**config.mk**
```make
export PLATFORM = sky130hd
export DESIGN_NAME = payment_controller
export DESIGN_NICKNAME = d
export VERILOG_FILES = /design/src/rtl/payment_controller_pkg.sv /design/src/rtl/payment_controller_timeout_timer.sv /design/src/rtl/payment_controller.sv
export SDC_FILE = /design/constraint.sdc
export NUM_CORES = 1
export LEC_CHECK = 0
export ABC_CLOCK_PERIOD_IN_PS = 3800
export CAP_MARGIN = 20
export CORE_MARGIN = 2
export CORE_UTILIZATION = 40
export DETAILED_ROUTE_END_ITERATION = 6
export SKIP_LAST_GASP = 1
export SYNTH_ARGS = -nofsm -noshare
export SYNTH_HDL_FRONTEND = slang
export SYNTH_SLANG_ARGS = --single-unit
```
**constraint.sdc**
```tcl
create_clock -name clk -period 3.8 [get_ports clk]
set_input_delay 0.57 -clock clk [delete_from_list [all_inputs] [get_ports clk]]
set_output_delay 0.57 -clock clk [all_outputs]
set_load 0.02 [all_outputs]
```
**src/rtl/payment_controller_pkg.sv**
```systemverilog
// Shared vending definitions: controller state encoding and coin denominations.
package payment_controller_pkg;

  typedef enum logic [1:0] {
    S_IDLE     = 2'd0,
    S_COLLECT  = 2'd1,
    S_DISPENSE = 2'd2,
    S_CHANGE   = 2'd3
  } state_t;

  localparam logic [4:0] COIN1_VAL = 5'd1;
  localparam logic [4:0] COIN2_VAL = 5'd2;
  localparam logic [4:0] COIN5_VAL = 5'd5;

  // Value of all coin pulses seen in one cycle (at most 8 units).
  function automatic logic [4:0] coin_sum(input logic c1, input logic c2, input logic c5);
    return (c1 ? COIN1_VAL : 5'd0) + (c2 ? COIN2_VAL : 5'd0) + (c5 ? COIN5_VAL : 5'd0);
  endfunction

endpackage

```
**src/rtl/payment_controller_timeout_timer.sv**
```systemverilog
// Inactivity counter: expired flags the enabled cycle in which the count sits at TIMEOUT_CYCLES-1.
module timeout_timer #(
  parameter int TIMEOUT_CYCLES = 16
) (
  input  logic clk,
  input  logic rst,
  input  logic clear,
  input  logic enable,
  output logic expired
);

  localparam int W = (TIMEOUT_CYCLES > 1) ? $clog2(TIMEOUT_CYCLES) : 1;
  localparam logic [W-1:0] LAST = W'(TIMEOUT_CYCLES - 1);

  logic [W-1:0] r_cnt;

  always_ff @(posedge clk or posedge rst) begin
    if (rst)                         r_cnt <= '0;
    else if (clear)                  r_cnt <= '0;
    else if (enable && r_cnt != LAST) r_cnt <= r_cnt + 1'b1;
  end

  assign expired = enable && (r_cnt == LAST);

endmodule

```
**src/rtl/payment_controller.sv**
```systemverilog
// Vending payment FSM: latches a price, collects coins, dispenses and returns change or refunds.
module payment_controller
  import payment_controller_pkg::*;
#(
  parameter int TIMEOUT_CYCLES = 16
) (
  input  logic       clk,
  input  logic       rst,
  input  logic       id_strobe,
  input  logic       id_valid,
  input  logic [3:0] val_product,
  input  logic       coin_1,
  input  logic       coin_2,
  input  logic       coin_5,
  input  logic       cancel,
  output logic [4:0] credit,
  output logic [3:0] price,
  output logic       busy,
  output logic       dispense,
  output logic       change_valid,
  output logic [4:0] change_amt,
  output logic       refund,
  output logic       invalid_id
);

  state_t     r_state;
  logic [4:0] r_credit;
  logic [3:0] r_price;
  logic [4:0] r_change_amt;
  logic       r_dispense, r_change_valid, r_refund, r_invalid_id;

  logic       w_coin, w_expired, w_abort;
  logic [4:0] w_sum, w_price5;

  assign w_coin   = coin_1 | coin_2 | coin_5;
  assign w_sum    = r_credit + coin_sum(coin_1, coin_2, coin_5);
  assign w_price5 = {1'b0, r_price};
  // A timeout only counts when no coin arrived that cycle.
  assign w_abort  = cancel | (w_expired & ~w_coin);

  timeout_timer #(.TIMEOUT_CYCLES(TIMEOUT_CYCLES)) u_timer (
    .clk     (clk),
    .rst     (rst),
    .clear   ((r_state != S_COLLECT) | w_coin),
    .enable  (r_state == S_COLLECT),
    .expired (w_expired)
  );

  always_ff @(posedge clk or posedge rst) begin
    if (rst) begin
      r_state        <= S_IDLE;
      r_credit       <= '0;
      r_price        <= '0;
      r_change_amt   <= '0;
      r_dispense     <= 1'b0;
      r_change_valid <= 1'b0;
      r_refund       <= 1'b0;
      r_invalid_id   <= 1'b0;
    end else begin
      r_dispense     <= 1'b0;
      r_change_valid <= 1'b0;
      r_refund       <= 1'b0;
      r_invalid_id   <= 1'b0;
      case (r_state)
        S_IDLE: begin
          if (id_strobe) begin
            if (id_valid && val_product != 4'd0) begin
              r_price  <= val_product;
              r_credit <= '0;
              r_state  <= S_COLLECT;
            end else begin
              r_invalid_id <= 1'b1;
            end
          end
        end
        S_COLLECT: begin
          if (w_abort) begin
            if (w_sum == 5'd0) begin
              r_credit <= '0;
              r_price  <= '0;
              r_state  <= S_IDLE;
            end else begin
              r_credit       <= w_sum;
              r_change_amt   <= w_sum;
              r_change_valid <= 1'b1;
              r_refund       <= 1'b1;
              r_state        <= S_CHANGE;
            end
          end else begin
            r_credit <= w_sum;
            if (w_sum >= w_price5) begin
              r_dispense <= 1'b1;
              r_state    <= S_DISPENSE;
            end
          end
        end
        S_DISPENSE: begin
          if (r_credit > w_price5) begin
            r_change_amt   <= r_credit - w_price5;
            r_change_valid <= 1'b1;
            r_state        <= S_CHANGE;
          end else begin
            r_credit <= '0;
            r_price  <= '0;
            r_state  <= S_IDLE;
          end
        end
        default: begin
          r_credit <= '0;
          r_price  <= '0;
          r_state  <= S_IDLE;
        end
      endcase
    end
  end

  assign credit       = r_credit;
  assign price        = r_price;
  assign busy         = (r_state != S_IDLE);
  assign dispense     = r_dispense;
  assign change_valid = r_change_valid;
  assign change_amt   = r_change_amt;
  assign refund       = r_refund;
  assign invalid_id   = r_invalid_id;

endmodule

```
==> results of run 1 <==
## final cells by class
type / instances / area, µm² / area share
clock buffers: 4 / 55.1 / 0.0275
inverters: 20 / 75.1 / 0.0375
multi-input cells: 112 / 902 / 0.451
flip-flops and latches: 24 / 601 / 0.300
well taps: 48 / 60.1 / 0.0300
repair buffers: 31 / 308 / 0.154
## placed cells by master, fill, tap and decap left out, drive strengths merged, types with 5 or more instances in the layout
cell type      count
nand3              5
ha                14
inv               20
nor2               7
dfrtp             24
mux2               6
o31ai              5
nand2             13
o21ai              8
clkdlybuf4s50     30
mux2i              8
## kinds of logic after synthesis
group / Yosys count
compound gates: 30
xor+xnor: 6
fa+ha+maj: 17
buf+inv: 22
flops: 24
mux: 14
simple gates: 45
## registers in the layout (all words and copies together), names as in the netlist
signal,count
r_state,2
dispense,1
price,4
change_amt,5
refund,1
credit,5
change_valid,1
u_timer.r_cnt,4
invalid_id,1
## metal layers
layer | up-vias | global-route usage | wire, µm
met2 | 28 | 0.293 | 1620
met3 | 8 | 0.0355 | 120
met1 | 570 | 0.217 | 1570
met4 | 0 | 0.0510 | 86
li1 | 621 | - | -
met5 | - | 0 | 0
## metrics by stage
step	setup slack, ns	utilization
2_1_floorplan	0.884	-
3_3_place_gp	0.321	0.520
3_5_place_dp	0.250	0.520
4_1_cts	0.550	0.534
5_1_grt	0.422	0.534
6_report	0.546	0.534
## critical path: stages
cell	delay, ns
clkdlybuf4s50_1	0.46
fa_1	0.45
inv_1	0.08
fa_1	0.47
inv_1	0.09
ha_1	0.22
a21oi_1	0.13
a21oi_1	0.05
o21a_1	0.21
o41ai_2	0.31
mux2_2	0.38
## how the worst max path moves through the flow
| stage | slack [ns] | endpoint |
|---|---|---|
| 4_1_cts | 0.55 | r_state[1] |
| 5_1_grt | 0.42 | r_state[1] |
| 3_5_place_dp | 0.25 | r_state[1] |
| 3_3_place_gp | 0.32 | r_state[1] |
| 2_1_floorplan | 0.88 | r_state[1] |
| 6_report | 0.55 | r_state[1] |
## power breakdown
part           internal [mW]  switching, mW
logic                  0.535          0.621
registers              0.344         0.0647
clock network         0.0924         0.0812
==> metrics.md, run 1 <==
| Metric | Value |
|---|---|
| Skew-Pair Late Insertion Delay | 0.26 ns |
| Hold Crit Depth | 1 |
| Area after DPL | 1950 µm² |
| CP Launch Type | primary input |
| Post-synth top flop | dfrtp_1 |
| Final ANT Viol Nets | 0 |
| Count leader, synth | dfrtp_1 |
| Die height | 67.0 µm |
| PwrDens | 869 nW/µm² |
| 1st-pass router iterations | 4 |
| Chip Width | 67.0 µm |
| Slew Viols, Final | 0 |
| Routed len/inst | 14.2 µm |
| Port Buffers | 30 |
| Post-synthesis simple-gate area fraction | 0.150 |
| Vias | 1227 |
| Capturing element type of the critical path | register |
| P&R area growth vs syn | 26.1% |
| Synthesized net count | 187 |
| Row Count | 22 |
| Class of the worst hold path | register to register |
| DR vias/cell | 5.13 |
| Post_cts resized | 0 |
| Fraction of the mapped netlist area in adder cells | 0.148 |
| Mapped Area | 1590 µm² |
| CTS Root Cell | clkbuf_8 |
| # DRC | 0 |
| HP Start | change_amt[2] |
| Max FO, Critical Path | 4 |
| Multiplexer share of the synthesized area | 0.0931 |
| Fin area | 2000 µm² |
| Vias in the first global route | 1291 |
| Hold Violations, Final | 0 |
| Minimum clock period | 3.25 ns |
| Final weighted congestion of routability-driven global placement | 0.833 |
| Cell Count, Final, Fillers Out | 239 |
| Global-route wire length before repair | 5890 µm |
| Largest family of logic cells by synthesized area | simple AND/OR/NAND/NOR gates |
| Die area | 4490 µm² |
| Top cells by area, synth | dfrtp_1 38%, ha_1 11%, mux2i_1 5.0%, inv_1 4.5%, mux2_2 4.3% |
| I/O pins | 31 |
| Synthesis Warnings | 0 |
| Synth Area per Inst | 10.0 µm² |
| Layout cells sized above 1 | 0.0942 |
| Number of DRC markers in iteration 0 | 46 |
| Post-synth top area cell | dfrtp_1 |
| Core Area | 3740 µm² |
| Arr. time, crit path | 3.41 ns |
| DP Wirelength | 2740 µm |
| Peak VDD IR | 0.392 mV |
| Initial antenna violation count | 0 |
| Start point of the critical path | coin_1 |
| Clk pin slew, worst setup/hold paths | 0.09 ns |
| Required time worst endpoint | 3.95 ns |
| Placed Cells | 235 |
| GRT Residual Overflow | 0 |
| Register area share after synthesis | 0.379 |
| EDFF count, synth | 0 |
| # hold bufs at CTS | 0 |
| Period utilization | 0.856 |
| Reg-to-Reg Start | credit[0] |
| Peak Freq | 0.307 GHz |
| Netlist cell types | 37 |
| Outcome | finished, final reports clean |
| Relative max-transition margin | 0.383 |
| Post CTS Setup Buffer Count | 0 |
| Largest net degree at the start of global routing | 25 |
| Max Buffers Root-to-Sink | 2 |
| Synth Area in Compound Gates | 0.144 |
| List of most frequent post-synthesis cells | 24 x dfrtp_1, 19 x inv_1, 14 x ha_1 |
| Final Total Pwr | 1.74 mW |
| Worst slew pin tran | 0.925 ns |
| Flops & latches, synth | 24 |
| CTS tree | done |
| Total Wirelength | 3400 µm |
| Final-layout fill cell count | 363 |
| RSZ-0062 raised after global routing | false |
| All-Layer GR Usage | 0.172 |
| Finish-stage setup viols | 0 |
| TritonCTS buffer count | 3 |
| Setup clock skew after layout | 0.00174 ns |
| Fraction of registers with async set/reset | 1.00 |
| Pleak | 0.914 nW |
| Max-Cap Viols | 0 |
| H-tree lvl count | 1 |
| Xor-xnor portion of the synthesized cell area | 0.0331 |
| Final #Nets | 221 |
| Starting Density | 0.424 |
| TNS Setup | 0 ns |
| Reg-to-reg setup timing slack | 0.96 ns |
| # diodes | 0 |
| Hold EP | change_amt[2] |
| Synth Instances | 158 |
| Worst hold slack | 0.507 ns |
| Reg2reg end | r_state[1] |
| Worst R2R Path Depth | 10 |
| Crit path kind | primary input to register |
| Top-area cell type share of the netlist area | 0.379 |
| Sinks on Clock Net | 24 |
(Power assumes the default switching activity.)
==> run 2, diff against run 1 <==
--- a/config.mk
+++ b/config.mk
@@ -10,6 +10,7 @@
 export CORE_MARGIN = 2
 export CORE_UTILIZATION = 40
 export DETAILED_ROUTE_END_ITERATION = 6
+export MAX_ROUTING_LAYER = met4
 export SKIP_LAST_GASP = 1
 export SYNTH_ARGS = -nofsm -noshare
 export SYNTH_HDL_FRONTEND = slang
==> constraint.sdc (replaced) <==
create_clock -name clk -period 3.8 [get_ports clk]
set_input_delay 0.57 -clock clk [delete_from_list [all_inputs] [get_ports clk]]
set_output_delay 0.57 -clock clk [all_outputs]
set_load 0.01 [all_outputs]
==> metrics.md, run 2 (synthesis results as in run 1) <==
| Metric | Value |
|---|---|
| Outcome | finished, final reports clean |
| DR vias/cell | 5.11 (-0.41%) |
| Sinks on Clock Net | 24 (unchanged) |
| Finish-stage setup viols | 0 (unchanged) |
| Minimum clock period | 3.25 ns (-0.00474 ns) |
| Period utilization | 0.855 (-0.00125) |
| Reg-to-reg setup timing slack | 0.96 ns (about the same) |
| P&R area growth vs syn | 26.1% (unchanged) |
| Required time worst endpoint | 3.95 ns (about the same) |
| Relative max-transition margin | 0.385 (+0.00203) |
| Most common cell after layout, fill and taps aside | clkdlybuf4s50_1 |
| Fin util | 0.534 (unchanged) |
| H-tree lvl count | 1 (unchanged) |
| CTS tree | done |
| Worst R2R Path Depth | 10 (unchanged) |
| Clk pin slew, worst setup/hold paths | 0.09 ns (about the same) |
| WP buf/inv | 3 (unchanged) |
| Initial antenna violation count | 0 (unchanged) |
| DP Wirelength | 2740 µm (unchanged) |
| Stages on the worst setup path | 11 (unchanged) |
| Peak VDD IR | 0.386 mV (-1.6%) |
| Class of the worst hold path | register to register |
| PwrDens | 838 nW/µm² (-3.5%) |
| Register area | 601 µm² (unchanged) |
| Slew Viols, Final | 0 (unchanged) |
| Final #Nets | 221 (unchanged) |
| Reg2reg end | r_state[1] |
| Multi-input logic area | 902 µm² (unchanged) |
| Commonest cells after routing, fill and taps aside | 30 x clkdlybuf4s50_1, 24 x dfrtp_1, 19 x inv_1 |
| Die height | 67.0 µm (unchanged) |
| Core Area | 3740 µm² (unchanged) |
| Final ANT Viol Nets | 0 (unchanged) |
| Crit path kind | primary input to register |
| Post_cts resized | 0 (unchanged) |
| Port Buffers | 30 (unchanged) |
| CP Capture Point | r_state[1] |
| Max-Cap Viols | 0 (unchanged) |
| Routed len/inst | 14.2 µm (about the same) |
| Start point of the critical path | coin_1 |
| Slowest stage delay, CP | 0.47 ns (about the same) |
| Setup clock skew after layout | 0.00174 ns (-0.00000125 ns) |
| GRT Residual Overflow | 0 (unchanged) |
| TritonCTS buffer count | 3 (unchanged) |
| # DRC | 0 (unchanged) |
| Max FO, Critical Path | 4 (unchanged) |
| I/O pins | 31 (unchanged) |
| Worst slew pin tran | 0.922 ns (-0.00305 ns) |
| Number of DRC markers in iteration 0 | 46 (unchanged) |
| Final weighted congestion of routability-driven global placement | 0.846 (+1.5%) |
| Skew-Pair Late Insertion Delay | 0.26 ns (about the same) |
| Row Count | 22 (unchanged) |
| Starting Density | 0.424 (unchanged) |
| All-Layer GR Usage | 0.177 (+0.00488) |
| RSZ-0062 raised after global routing | false |
| Peak Freq | 0.308 GHz (+0.15%) |
| Capturing element type of the critical path | register |
| 1st-pass router iterations | 4 (unchanged) |
| Worst path slowest cell | fa_1 |
| Pleak | 0.914 nW (unchanged) |
| Post CTS Setup Buffer Count | 0 (unchanged) |
| Arr. time, crit path | 3.40 ns (about the same) |
| Die area | 4490 µm² (unchanged) |
| Vias in the first global route | 1289 (-0.15%) |
| Total Wirelength | 3400 µm (about the same) |
| CP cell instances | clkdlybuf4s50_1, fa_1, inv_1, fa_1, inv_1, ha_1, a21oi_1, a21oi_1, o21a_1, o41ai_2, mux2_2 |
| Layout cells sized above 1 | 0.0942 (unchanged) |
| Final-layout fill cell count | 363 (unchanged) |
| Global-route wire length before repair | 5900 µm (+0.24%) |
| # hold bufs at CTS | 0 (unchanged) |
| Reg-to-Reg Start | credit[0] |
| Critical path's top delay family | adder cells |
| Hold Violations, Final | 0 (unchanged) |
| Largest net degree at the start of global routing | 25 (unchanged) |
| CP Launch Type | primary input |
| TNS Setup | 0 ns (unchanged) |
| CTS Root Cell | clkbuf_8 |
| Max Buffers Root-to-Sink | 2 (unchanged) |
| # diodes | 0 (unchanged) |
| Chip Width | 67.0 µm (unchanged) |
| Vias | 1222 (-0.41%) |
run 2: cell counts in the layout (fill, tap and decap cells not counted):
Identical to the previous run, type by type.
run 2: worst reg2reg max path, stage by stage (launching register included):
cell and delay (ns):
dfrtp_1 0.42, fa_1 0.39, inv_1 0.08, fa_1 0.47, inv_1 0.09, ha_1 0.22
a21oi_1 0.13, a21oi_1 0.05, o21a_1 0.21, o41ai_2 0.30, mux2_2 0.38
run 2: worst min-delay path by stage:
stage                        from       endpoint  slack [ns]  cells past startpoint
global route        change_amt[2]  change_amt[2]        0.52                      1
CTS                 change_amt[2]  change_amt[2]        0.51                      1
floorplan              r_state[1]     r_state[1]        0.53                      1
finish              change_amt[2]  change_amt[2]        0.51                      1
global placement    change_amt[0]  change_amt[0]        0.49                      1
detailed placement  change_amt[2]  change_amt[2]        0.49                      1
run 2: area by class of cell:
class / instances / area share
multi-input combinational: 112 / 0.451
sequential: 24 / 0.300
timing repair buffer: 31 / 0.154
inverter: 20 / 0.0375
tap: 48 / 0.0300
clock buffer: 4 / 0.0275
run 2: metrics by stage:
step                      power [mW]  hold slack [ns]  instances  setup slack (ns)  instance area, µm²
after global routing            1.83            0.523        239             0.422                2000
after floorplan                 1.16            0.533        158             0.887                1590
after CTS                       1.69            0.514        239             0.550                2000
final                           1.68            0.507        239             0.551                2000
after detailed placement        1.51            0.493        235             0.250                1950
after global placement          1.49            0.487        235             0.321                1950
run 2: metal layers:
metal	GRT usage	routed length, µm	up-vias
li1	-	-	619
met1	0.220	1570	565
met2	0.293	1630	30
met3	0.0338	115	8
met4	0.0510	86	0
met5	-	0	-
run 2: power by group:
group          internal, mW  leakage (nW)  total, mW  switching [mW]
sequential            0.344         0.317      0.410          0.0651
clock                0.0924        0.0288      0.174          0.0814
combinational         0.534         0.568       1.09           0.560
total                 0.971         0.914       1.68           0.706
